`config.mk`:
```
export PLATFORM = sky130hd
export DESIGN_NAME = axi_lite_master_q
export DESIGN_NICKNAME = d
export VERILOG_FILES = /design/src/rtl/axi_lite_pkg.sv /design/src/rtl/axi_lite_cmd_fifo.sv /design/src/rtl/axi_lite_master_q.sv
export SDC_FILE = /design/constraint.sdc
export NUM_CORES = 1
export LEC_CHECK = 0
export ABC_CLOCK_PERIOD_IN_PS = 3200
export CORE_ASPECT_RATIO = 1.5
export CORE_MARGIN = 1
export CORE_UTILIZATION = 45
export CTS_CLUSTER_DIAMETER = 100
export DETAILED_ROUTE_END_ITERATION = 10
export PLACE_DENSITY = 0.68
export SLEW_MARGIN = 20
export SYNTH_ARGS = -nofsm -noshare
export SYNTH_HDL_FRONTEND = slang
export SYNTH_SLANG_ARGS = --single-unit
```
`constraint.sdc`:
```
create_clock -name aclk -period 3.2 [get_ports aclk]
set_input_delay 0.64 -clock aclk [delete_from_list [all_inputs] [get_ports aclk]]
set_output_delay 0.64 -clock aclk [all_outputs]
set_load 0.01 [all_outputs]
```
`src/rtl/axi_lite_pkg.sv`:
```
// Shared definitions for the queued AXI4-Lite master: response codes,
// channel FSM encodings and command-word field layout.
package axi_lite_pkg;

  localparam logic [1:0] RESP_OKAY   = 2'b00;
  localparam logic [1:0] RESP_EXOKAY = 2'b01;
  localparam logic [1:0] RESP_SLVERR = 2'b10;
  localparam logic [1:0] RESP_DECERR = 2'b11;

  typedef enum logic [1:0] {W_IDLE, W_XFER, W_RESP, W_OUT} wr_state_e;
  typedef enum logic [1:0] {R_IDLE, R_ADDR, R_DATA, R_OUT} rd_state_e;

  // Write command word is {addr, data, strb}, strobe in the LSBs.
  localparam int WCMD_STRB_LSB = 0;
  localparam int RCMD_ADDR_LSB = 0;

  function automatic int wcmd_data_lsb(input int dw);
    return dw / 8;
  endfunction

  function automatic int wcmd_addr_lsb(input int dw);
    return dw / 8 + dw;
  endfunction

  function automatic int wcmd_width(input int aw, input int dw);
    return aw + dw + dw / 8;
  endfunction

endpackage

```
`src/rtl/axi_lite_cmd_fifo.sv`:
```
// First-word-fall-through command FIFO; dout shows the head entry whenever
// empty is low. Full pushes and empty pops are ignored.
module axi_lite_cmd_fifo #(
  parameter int WIDTH = 8,
  parameter int DEPTH = 4
) (
  input  logic             clk,
  input  logic             rst,
  input  logic             push,
  input  logic [WIDTH-1:0] din,
  input  logic             pop,
  output logic [WIDTH-1:0] dout,
  output logic             full,
  output logic             empty
);

  localparam int AW = $clog2(DEPTH);

  logic [AW-1:0]    wr_ptr_q, wr_ptr_d;
  logic [AW-1:0]    rd_ptr_q, rd_ptr_d;
  logic [AW:0]      cnt_q, cnt_d;
  logic [WIDTH-1:0] mem_q [DEPTH];
  logic             push_ok, pop_ok;

  assign full    = (cnt_q == (AW+1)'(DEPTH));
  assign empty   = (cnt_q == '0);
  assign push_ok = push && !full;
  assign pop_ok  = pop && !empty;
  assign dout    = mem_q[rd_ptr_q];

  always_comb begin
    wr_ptr_d = wr_ptr_q;
    rd_ptr_d = rd_ptr_q;
    cnt_d    = cnt_q;
    if (push_ok) wr_ptr_d = wr_ptr_q + AW'(1);
    if (pop_ok)  rd_ptr_d = rd_ptr_q + AW'(1);
    cnt_d = cnt_q + (AW+1)'(push_ok) - (AW+1)'(pop_ok);
  end

  always_ff @(posedge clk) begin
    if (rst) begin
      wr_ptr_q <= '0;
      rd_ptr_q <= '0;
      cnt_q    <= '0;
    end else begin
      wr_ptr_q <= wr_ptr_d;
      rd_ptr_q <= rd_ptr_d;
      cnt_q    <= cnt_d;
    end
  end

  always_ff @(posedge clk) begin
    if (push_ok) mem_q[wr_ptr_q] <= din;
  end

endmodule

```
`src/rtl/axi_lite_master_q.sv`:
```
// AXI4-Lite master with queued write/read commands, backpressured responses
// and a sticky per-channel stall watchdog. Write and read run independently.
module axi_lite_master_q
  import axi_lite_pkg::*;
#(
  parameter int ADDR_WIDTH     = 32,
  parameter int DATA_WIDTH     = 32,
  parameter int CMD_DEPTH      = 4,
  parameter int TIMEOUT_CYCLES = 1024
) (
  input  logic                    aclk,
  input  logic                    areset,
  input  logic                    wr_cmd_valid,
  output logic                    wr_cmd_ready,
  input  logic [ADDR_WIDTH-1:0]   wr_cmd_addr,
  input  logic [DATA_WIDTH-1:0]   wr_cmd_data,
  input  logic [DATA_WIDTH/8-1:0] wr_cmd_strb,
  output logic                    wr_rsp_valid,
  input  logic                    wr_rsp_ready,
  output logic [1:0]              wr_rsp_resp,
  input  logic                    rd_cmd_valid,
  output logic                    rd_cmd_ready,
  input  logic [ADDR_WIDTH-1:0]   rd_cmd_addr,
  output logic                    rd_rsp_valid,
  input  logic                    rd_rsp_ready,
  output logic [DATA_WIDTH-1:0]   rd_rsp_data,
  output logic [1:0]              rd_rsp_resp,
  output logic                    wr_timeout,
  output logic                    rd_timeout,
  output logic                    busy,
  output logic [ADDR_WIDTH-1:0]   awaddr,
  output logic                    awvalid,
  input  logic                    awready,
  output logic [DATA_WIDTH-1:0]   wdata,
  output logic [DATA_WIDTH/8-1:0] wstrb,
  output logic                    wvalid,
  input  logic                    wready,
  input  logic [1:0]              bresp,
  input  logic                    bvalid,
  output logic                    bready,
  output logic [ADDR_WIDTH-1:0]   araddr,
  output logic                    arvalid,
  input  logic                    arready,
  input  logic [DATA_WIDTH-1:0]   rdata,
  input  logic [1:0]              rresp,
  input  logic                    rvalid,
  output logic                    rready
);

  localparam int SW     = DATA_WIDTH / 8;
  localparam int WCW    = wcmd_width(ADDR_WIDTH, DATA_WIDTH);
  localparam int WD_LSB = wcmd_data_lsb(DATA_WIDTH);
  localparam int WA_LSB = wcmd_addr_lsb(DATA_WIDTH);
  localparam int TW     = (TIMEOUT_CYCLES > 0) ? $clog2(TIMEOUT_CYCLES + 1) : 1;
  localparam logic [TW-1:0] TO_LIM = TW'(TIMEOUT_CYCLES);
  localparam bit WD_EN  = (TIMEOUT_CYCLES != 0);

  // Saturating stall counter; cleared whenever the channel heads back to idle.
  function automatic logic [TW-1:0] wd_next(input logic [TW-1:0] c,
                                            input logic run, input logic clr);
    if (clr) return '0;
    if (run && c != TO_LIM) return c + TW'(1);
    return c;
  endfunction

  logic [WCW-1:0]        wf_dout;
  logic                  wf_full, wf_empty, wf_pop;
  logic [ADDR_WIDTH-1:0] rf_dout;
  logic                  rf_full, rf_empty, rf_pop;

  axi_lite_cmd_fifo #(.WIDTH(WCW), .DEPTH(CMD_DEPTH)) u_wr_fifo (
    .clk(aclk), .rst(areset), .push(wr_cmd_valid),
    .din({wr_cmd_addr, wr_cmd_data, wr_cmd_strb}),
    .pop(wf_pop), .dout(wf_dout), .full(wf_full), .empty(wf_empty)
  );

  axi_lite_cmd_fifo #(.WIDTH(ADDR_WIDTH), .DEPTH(CMD_DEPTH)) u_rd_fifo (
    .clk(aclk), .rst(areset), .push(rd_cmd_valid), .din(rd_cmd_addr),
    .pop(rf_pop), .dout(rf_dout), .full(rf_full), .empty(rf_empty)
  );

  wr_state_e             wst_q, wst_d;
  logic [ADDR_WIDTH-1:0] awaddr_q, awaddr_d;
  logic [DATA_WIDTH-1:0] wdata_q, wdata_d;
  logic [SW-1:0]         wstrb_q, wstrb_d;
  logic                  aw_done_q, aw_done_d, w_done_q, w_done_d;
  logic [1:0]            bresp_q, bresp_d;
  logic [TW-1:0]         wcnt_q, wcnt_d;
  logic                  wr_to_q, wr_to_d;

  rd_state_e             rst_q, rst_d;
  logic [ADDR_WIDTH-1:0] araddr_q, araddr_d;
  logic [DATA_WIDTH-1:0] rdata_q, rdata_d;
  logic [1:0]            rresp_q, rresp_d;
  logic [TW-1:0]         rcnt_q, rcnt_d;
  logic                  rd_to_q, rd_to_d;

  assign wr_cmd_ready = !wf_full;
  assign rd_cmd_ready = !rf_full;
  assign awaddr       = awaddr_q;
  assign wdata        = wdata_q;
  assign wstrb        = wstrb_q;
  assign awvalid      = (wst_q == W_XFER) && !aw_done_q;
  assign wvalid       = (wst_q == W_XFER) && !w_done_q;
  assign bready       = (wst_q == W_RESP);
  assign wr_rsp_valid = (wst_q == W_OUT);
  assign wr_rsp_resp  = bresp_q;
  assign araddr       = araddr_q;
  assign arvalid      = (rst_q == R_ADDR);
  assign rready       = (rst_q == R_DATA);
  assign rd_rsp_valid = (rst_q == R_OUT);
  assign rd_rsp_data  = rdata_q;
  assign rd_rsp_resp  = rresp_q;
  assign wr_timeout   = wr_to_q;
  assign rd_timeout   = rd_to_q;
  assign busy = !wf_empty || (wst_q != W_IDLE) || !rf_empty || (rst_q != R_IDLE);

  always_comb begin
    wst_d     = wst_q;
    awaddr_d  = awaddr_q;
    wdata_d   = wdata_q;
    wstrb_d   = wstrb_q;
    aw_done_d = aw_done_q;
    w_done_d  = w_done_q;
    bresp_d   = bresp_q;
    wf_pop    = 1'b0;
    case (wst_q)
      W_IDLE: if (!wf_empty) begin
        wf_pop    = 1'b1;
        awaddr_d  = wf_dout[WA_LSB +: ADDR_WIDTH];
        wdata_d   = wf_dout[WD_LSB +: DATA_WIDTH];
        wstrb_d   = wf_dout[WCMD_STRB_LSB +: SW];
        aw_done_d = 1'b0;
        w_done_d  = 1'b0;
        wst_d     = W_XFER;
      end
      W_XFER: begin
        if (awvalid && awready) aw_done_d = 1'b1;
        if (wvalid && wready)   w_done_d  = 1'b1;
        if (aw_done_d && w_done_d) wst_d = W_RESP;
      end
      W_RESP: if (bvalid) begin
        bresp_d = bresp;
        wst_d   = W_OUT;
      end
      W_OUT: if (wr_rsp_ready) wst_d = W_IDLE;
      default: wst_d = W_IDLE;
    endcase
    wcnt_d  = wd_next(wcnt_q, (wst_q == W_XFER) || (wst_q == W_RESP), wst_d == W_IDLE);
    wr_to_d = wr_to_q | (WD_EN && (wcnt_d == TO_LIM));
  end

  always_comb begin
    rst_d    = rst_q;
    araddr_d = araddr_q;
    rdata_d  = rdata_q;
    rresp_d  = rresp_q;
    rf_pop   = 1'b0;
    case (rst_q)
      R_IDLE: if (!rf_empty) begin
        rf_pop   = 1'b1;
        araddr_d = rf_dout[RCMD_ADDR_LSB +: ADDR_WIDTH];
        rst_d    = R_ADDR;
      end
      R_ADDR: if (arready) rst_d = R_DATA;
      R_DATA: if (rvalid) begin
        rdata_d = rdata;
        rresp_d = rresp;
        rst_d   = R_OUT;
      end
      R_OUT: if (rd_rsp_ready) rst_d = R_IDLE;
      default: rst_d = R_IDLE;
    endcase
    rcnt_d  = wd_next(rcnt_q, (rst_q == R_ADDR) || (rst_q == R_DATA), rst_d == R_IDLE);
    rd_to_d = rd_to_q | (WD_EN && (rcnt_d == TO_LIM));
  end

  always_ff @(posedge aclk) begin
    if (areset) begin
      wst_q     <= W_IDLE;
      awaddr_q  <= '0;
      wdata_q   <= '0;
      wstrb_q   <= '0;
      aw_done_q <= 1'b0;
      w_done_q  <= 1'b0;
      bresp_q   <= RESP_OKAY;
      wcnt_q    <= '0;
      wr_to_q   <= 1'b0;
      rst_q     <= R_IDLE;
      araddr_q  <= '0;
      rdata_q   <= '0;
      rresp_q   <= RESP_OKAY;
      rcnt_q    <= '0;
      rd_to_q   <= 1'b0;
    end else begin
      wst_q     <= wst_d;
      awaddr_q  <= awaddr_d;
      wdata_q   <= wdata_d;
      wstrb_q   <= wstrb_d;
      aw_done_q <= aw_done_d;
      w_done_q  <= w_done_d;
      bresp_q   <= bresp_d;
      wcnt_q    <= wcnt_d;
      wr_to_q   <= wr_to_d;
      rst_q     <= rst_d;
      araddr_q  <= araddr_d;
      rdata_q   <= rdata_d;
      rresp_q   <= rresp_d;
      rcnt_q    <= rcnt_d;
      rd_to_q   <= rd_to_d;
    end
  end

endmodule

```
==> flow_summary.json, run 1 <==
{
  "outcome": "completed",
  "ys_ff_latch": 580,
  "hold_end": "araddr[7]",
  "dieArea_um2": 49100,
  "critPathKind": "reg -> out",
  "p_per_area_nw_per_um2": 827,
  "dieWidth_um": 181,
  "r2r_cells": 11,
  "fin_tns_setup_ps": 0,
  "row_count": 98,
  "synth_nets": 1612,
  "fmaxAchievable_mhz": 351,
  "post_drt_wl_per_cell_um": 19.4,
  "async_reset_ff_share_pct": 0,
  "netSwitchingFraction_pct": 29.2,
  "ys_seq_area_share_pct": 72.0,
  "synthCells": 1437,
  "postCtsHoldBufs": 0,
  "pwr-share-comb_pct": 27.5,
  "nNetsFinal": 1905,
  "grt_pass1_vias": 12884,
  "clk_pin_slew_ps": 60,
  "timing.rr.start": "u_rd_fifo.cnt_q[1]",
  "worstMarginPinSlew_ps": 908,
  "clock_path_buffers": 3,
  "wirelength_um": 46100,
  "r2r_end": "u_rd_fifo.cnt_q[2]",
  "drc_errors": 0,
  "worstHoldStart": "araddr[7]",
  "gp_congestion": 0.806,
  "rrSetupSlack_ps": 830,
  "synthFlopType": "edfxtp_1",
  "cap_viol_max_count": 0,
  "stdcell_area_um2": 27200,
  "critPathRequiredTime_ps": 2560,
  "fillers": 3740,
  "critPathLaunchType": "register",
  "cts_sinks": 580,
  "fp.coreArea_um2": 47600,
  "grt_pass1_wl_um": 71600,
  "critical_path.endpoint_type": "output port",
  "whs_ps": 452,
  "overflow": 0,
  "final_common_cell": "edfxtp_1",
  "antenna_found_initial": 5,
  "switching_power_mw": 6.56,
  "pin_count": 295,
  "dpl_cell_area_um2": 25400,
  "fin_crit_sh_pct": 89.1,
  "rsz0062_at_grt": "no",
  "maxSlewHeadroom_pct": 39.5,
  "netlist.area_leader.share_pct": 55.4,
  "dr.pass1.iters": 4,
  "final.min_clock_period_ps": 2850,
  "p_int_mw": 15.9,
  "die_h_um": 271,
  "drive_above_1_share_pct": 12.8,
  "hp-class": "reg -> reg",
  "drt-vias-per-instance": 5.31,
  "initial_core_util_pct": 45.6,
  "grt_max_degree": 71,
  "p_clk_share_pct": 28.4,
  "synth-edff-count": 400,
  "yosysTopAreaCell": "edfxtp_1",
  "synthTopCellsByArea": "edfxtp_1 (55%), dfxtp_1 (17%), mux4_2 (10%)",
  "grt.total_usage_pct": 18.9,
  "dr.first_iter.drc_count": 627,
  "cts_buffers": 52,
  "yosys_warnings": 0,
  "avgSynthCellArea_um2": 15.1,
  "ctsRootBufferMaster": "clkbuf_16",
  "ctsResizeCount": 0,
  "tritoncts": "yes",
  "ant_nets": 0,
  "fin_ws_ps": 349,
  "clock_skew_ps": 30.2,
  "post-dp-hpwl_um": 29500,
  "num_vias": 12608,
  "fin_util_pct": 57.2,
  "io_buffers": 294,
  "synth_cell_types": 55,
  "crit_fanout": 6,
  "drv_slew": 0,
  "final_cell_mix": "edfxtp_1 (400), clkdlybuf4s50_1 (293), nand2_1 (292), dfxtp_1 (177), a21oi_1 (148)",
  "seqPwrFrac_pct": 44.1,
  "hold_viol_final": 0,
  "clkLatencyLatePin_ps": 590,
  "arrival_ps": 2210,
  "dp_slack_ps": 670,
  "hold_path_depth": 2,
  "power_leakage_nw": 8.97,
  "finalSetupViolCount": 0,
  "cts_max_level": 2,
  "syn-cell-area_um2": 21700,
  "postCtsSetupRepairBufs": 0,
  "ir_worst_vdd_uv": 647,
  "areaGrowthSynthToFinish_pct": 25.5
}
-- Yosys cell counts (8+ instances only) --
master / number
nand2_1: 293
edfxtp_1: 400
nor3_1: 11
clkbuf_1: 57
xnor2_1: 17
nand3_1: 12
nand4_1: 8
dfxtp_1: 180
nor2_1: 46
a21oi_1: 148
ha_1: 26
buf_2: 19
xor2_1: 14
and3_1: 10
inv_1: 23
mux4_2: 100
-- layout make-up --
cell class              instances  area (um2)  share of cell area [%]
multi-input cells             750        5660                    20.8
diodes                          2        5.00                  0.0184
repair buffers                321        3300                    12.1
clock inverters                31         378                    1.39
flip-flops and latches        580       15600                    57.4
well taps                     600         751                    2.76
clock buffers                  66        1400                    5.16
inverters                      25        93.8                   0.345
-- power by group through the flow --
stage	registers (mW)	clock network (mW)	logic, mW
floorplan	10.1	0	3.54
global placement	10.0	0	6.21
detailed placement	10.1	0	6.29
CTS	9.95	6.55	6.33
global route	10.1	6.80	6.79
finish	9.92	6.38	6.20
-- how the worst max path moves through the flow --
stage | start | depth (start not counted) | endpoint | slack [ps]
2_1_floorplan | u_wr_fifo.cnt_q[1] | 3 | u_wr_fifo.mem_q[2][0] | 420
3_3_place_gp | rd_cmd_valid | 8 | u_rd_fifo.cnt_q[2] | 740
3_5_place_dp | wr_cmd_valid | 8 | u_wr_fifo.cnt_q[2] | 670
4_1_cts | wst_q[1] | 4 | awvalid | 320
5_1_grt | wst_q[1] | 4 | awvalid | 240
6_report | wst_q[1] | 4 | awvalid | 350
-- cells by family (layout without fill, tap and decap cells) --
| kind of cell | Yosys count | count (layout) | synth area share [%] |
|---|---|---|---|
| buffers and inverters | 107 | 443 | 1.98 |
| flip-flops | 580 | 580 | 72.0 |
| AO/OA/AOI/OAI | 174 | 174 | 4.38 |
| XOR/XNOR | 31 | 31 | 1.25 |
| multiplexers | 105 | 105 | 10.6 |
| AND/OR/NAND/NOR | 412 | 412 | 8.05 |
| other | 0 | 2 | 0 |
| adder cells (fa/ha/maj) | 28 | 28 | 1.69 |
-- routing by layer --
metal | up-vias | GRT usage [%] | routed length (um)
met1 | 6298 | 22.0 | 17700
met2 | 355 | 34.7 | 24700
met3 | 82 | 3.53 | 2650
li1 | 5867 | - | -
met5 | - | 0 | 38
met4 | 6 | 6.29 | 1100
-- registers in the layout, summed over array words and instances, names as in the netlist, 3 cells and up --
name / cells
u_wr_fifo.mem_q: 272
u_rd_fifo.mem_q: 128
araddr: 32
awaddr: 32
rd_rsp_data: 32
wdata: 32
rcnt_q: 11
wcnt_q: 11
wstrb: 4
u_rd_fifo.cnt_q: 3
u_wr_fifo.cnt_q: 3
-- through the flow --
stage / std cells / total power [mW]
after CTS: 2373 / 22.8
after global routing: 2375 / 23.7
after global placement: 2276 / 16.3
after floorplan: 1437 / 13.6
final: 2375 / 22.5
after detailed placement: 2276 / 16.4
-- critical path, stage by stage, from the launching register on --
cell	delay [ps]
dfxtp_1	350
inv_1	150
ha_1	400
nor2b_1	190
clkdlybuf4s50_1	550
(Power assumes the default switching activity.)
==> run 2, diff against run 1 <==
--- a/config.mk
+++ b/config.mk
@@ -5,13 +5,12 @@
 export SDC_FILE = /design/constraint.sdc
 export NUM_CORES = 1
 export LEC_CHECK = 0
-export ABC_CLOCK_PERIOD_IN_PS = 3200
+export ABC_CLOCK_PERIOD_IN_PS = 2600
 export CORE_ASPECT_RATIO = 1.5
 export CORE_MARGIN = 1
 export CORE_UTILIZATION = 45
-export CTS_CLUSTER_DIAMETER = 100
 export DETAILED_ROUTE_END_ITERATION = 10
-export PLACE_DENSITY = 0.68
+export PLACE_DENSITY = 0.7
 export SLEW_MARGIN = 20
 export SYNTH_ARGS = -nofsm -noshare
 export SYNTH_HDL_FRONTEND = slang
==> constraint.sdc (replaced) <==
create_clock -name aclk -period 2.6 [get_ports aclk]
set_input_delay 0.26 -clock aclk [delete_from_list [all_inputs] [get_ports aclk]]
set_output_delay 0.26 -clock aclk [all_outputs]
set_load 0.01 [all_outputs]
==> run 2 against run 1 <==
Clock-buffer cell count is 8 higher. Via count is 0.93% higher. Hold slack worse by 360 ps. Combinational power is 23% higher. Critical path type unchanged. Flip-flop and latch count stayed put. Die area stayed put.
==> flow_summary.json, run 2 (synthesis gave the netlist of run 1 again) <==
{
  "post_drt_wl_per_cell_um": 19.8,
  "outcome": "completed",
  "nNetsFinal": 1912,
  "worstHoldStart": "areset",
  "row_count": 98,
  "worstMarginPinSlew_ps": 892,
  "num_vias": 12725,
  "rsz0062_at_grt": "no",
  "crit_fanout": 6,
  "maxSlewHeadroom_pct": 40.5,
  "antenna_found_initial": 9,
  "cts_sinks": 580,
  "dr.first_iter.drc_count": 626,
  "hold_end": "u_rd_fifo.wr_ptr_q[0]",
  "cts_max_level": 2,
  "r2r_cells": 7,
  "critical_path.endpoint_type": "output port",
  "arrival_ps": 2130,
  "crit_slowest_cell": "clkdlybuf4s50_1",
  "tritoncts": "yes",
  "critPathKind": "reg -> out",
  "final_cells": 2385,
  "overflow": 0,
  "grt_max_degree": 71,
  "postCtsHoldBufs": 0,
  "clk_pin_slew_ps": 60,
  "drt-vias-per-instance": 5.34,
  "hold_viol_final": 0,
  "power_leakage_nw": 9.00,
  "pin_count": 295,
  "drc_errors": 0,
  "hold_path_depth": 2,
  "fin_crit_sh_pct": 92.1,
  "timing.rr.start": "rst_q[1]",
  "rrSetupSlack_ps": 280,
  "fp.coreArea_um2": 47600,
  "ctsRootBufferMaster": "clkbuf_16",
  "clkLatencyLatePin_ps": 580,
  "post-dp-hpwl_um": 30400,
  "hp-class": "in -> reg",
  "drive_above_1_share_pct": 13.2,
  "wirelength_um": 47200,
  "final_cell_mix": "edfxtp_1 (400), nand2_1 (293), clkdlybuf4s50_1 (293), dfxtp_1 (177), a21oi_1 (148)",
  "dieArea_um2": 49100,
  "r2r_end": "rd_timeout",
  "regMostFlops": "u_wr_fifo.mem_q",
  "areaGrowthSynthToFinish_pct": 25.6,
  "cap_viol_max_count": 0,
  "grt_pass1_wl_um": 73500,
  "fmaxAchievable_mhz": 418,
  "postCtsSetupRepairBufs": 0,
  "dieWidth_um": 181,
  "fin_tns_setup_ps": 0,
  "grt_pass1_vias": 13413,
  "critPathRequiredTime_ps": 2340,
  "io_buffers": 294,
  "path_cells": "inv_1 > ha_1 > nor2b_1 > clkdlybuf4s50_1",
  "reg_top3": "u_wr_fifo.mem_q x272, u_rd_fifo.mem_q x128",
  "critPathLaunchType": "register",
  "ant_nets": 0,
  "cts_buffers": 52,
  "drv_slew": 0,
  "ctsResizeCount": 0,
  "die_h_um": 271,
  "gp_congestion": 0.822,
  "max_stage_delay_ps": 640,
  "clock_path_buffers": 3,
  "ir_worst_vdd_uv": 898,
  "clock_skew_ps": 20.1,
  "dr.pass1.iters": 6,
  "largest_register_ff_count": 272,
  "crit_path_start": "wst_q[1]",
  "dp.cells": 2283,
  "initial_core_util_pct": 45.6,
  "p_per_area_nw_per_um2": 1020,
  "finalSetupViolCount": 0,
  "final_common_cell": "edfxtp_1",
  "grt.total_usage_pct": 19.5,
  "final.min_clock_period_ps": 2390
}
[run 2: cell count changes in the layout (fill, tap and decap cells not counted), moves of 2 or more]
cell / delta
clkinv_1: -6
clkbuf_1: +5
buf_4: +8
clkinv_2: +3
diode_2: +3
bufinv_16: -3
clkbuf_16: +2
clkinvlp_4: -2
[run 2: final cells by class]
cell class	count	area [um2]
diodes	5	12.5
clock buffers	74	1490
clock inverters	23	256
fillers	3727	20400
inverters	25	95.1
multi-input cells	750	5660
flip-flops and latches	580	15600
well taps	600	751
repair buffers	328	3340
[run 2: worst max-delay path by stage]
stage	to	slack, ps	cells after the start
after floorplan	u_rd_fifo.cnt_q[2]	20	14
after global placement	u_rd_fifo.cnt_q[2]	360	11
after detailed placement	rd_timeout	290	7
after CTS	wvalid	180	4
after global routing	wvalid	50	4
final	wvalid	210	4
[run 2: where the power goes]
part | switching [mW] | total, mW | internal (mW)
combinational | 3.97 | 7.65 | 3.68
sequential | 0.835 | 12.2 | 11.4
clock | 3.33 | 7.75 | 4.42
[run 2: per-layer routing]
| layer | wire, um | GRT usage [%] | up-vias |
|---|---|---|---|
| met5 | 53 | 0 | - |
| met3 | 2630 | 3.53 | 98 |
| met2 | 25000 | 35.6 | 364 |
| met1 | 18000 | 22.5 | 6377 |
| met4 | 1460 | 7.49 | 8 |
| li1 | - | - | 5878 |
[run 2: worst max-delay path: cells and delay by family (launching register included)]
kind	cells	cell delay, ps
flops	1	350
simple gates	1	150
fa+ha+maj	1	260
buf+inv	2	790
[run 2: per-stage QoR]
step | power, mW | setup WS [ps] | hold slack (ps) | cell area (um2) | utilization [%]
3_3_place_gp | 20.0 | 362 | 441 | 25500 | 53.5
6_report | 27.6 | 206 | 88.0 | 27200 | 57.2
3_5_place_dp | 20.2 | 292 | 445 | 25500 | 53.5
2_1_floorplan | 16.8 | 22.5 | 359 | 21700 | -
4_1_cts | 28.0 | 182 | 47.4 | 27200 | 57.2
5_1_grt | 29.0 | 46.1 | 80.1 | 27200 | 57.2
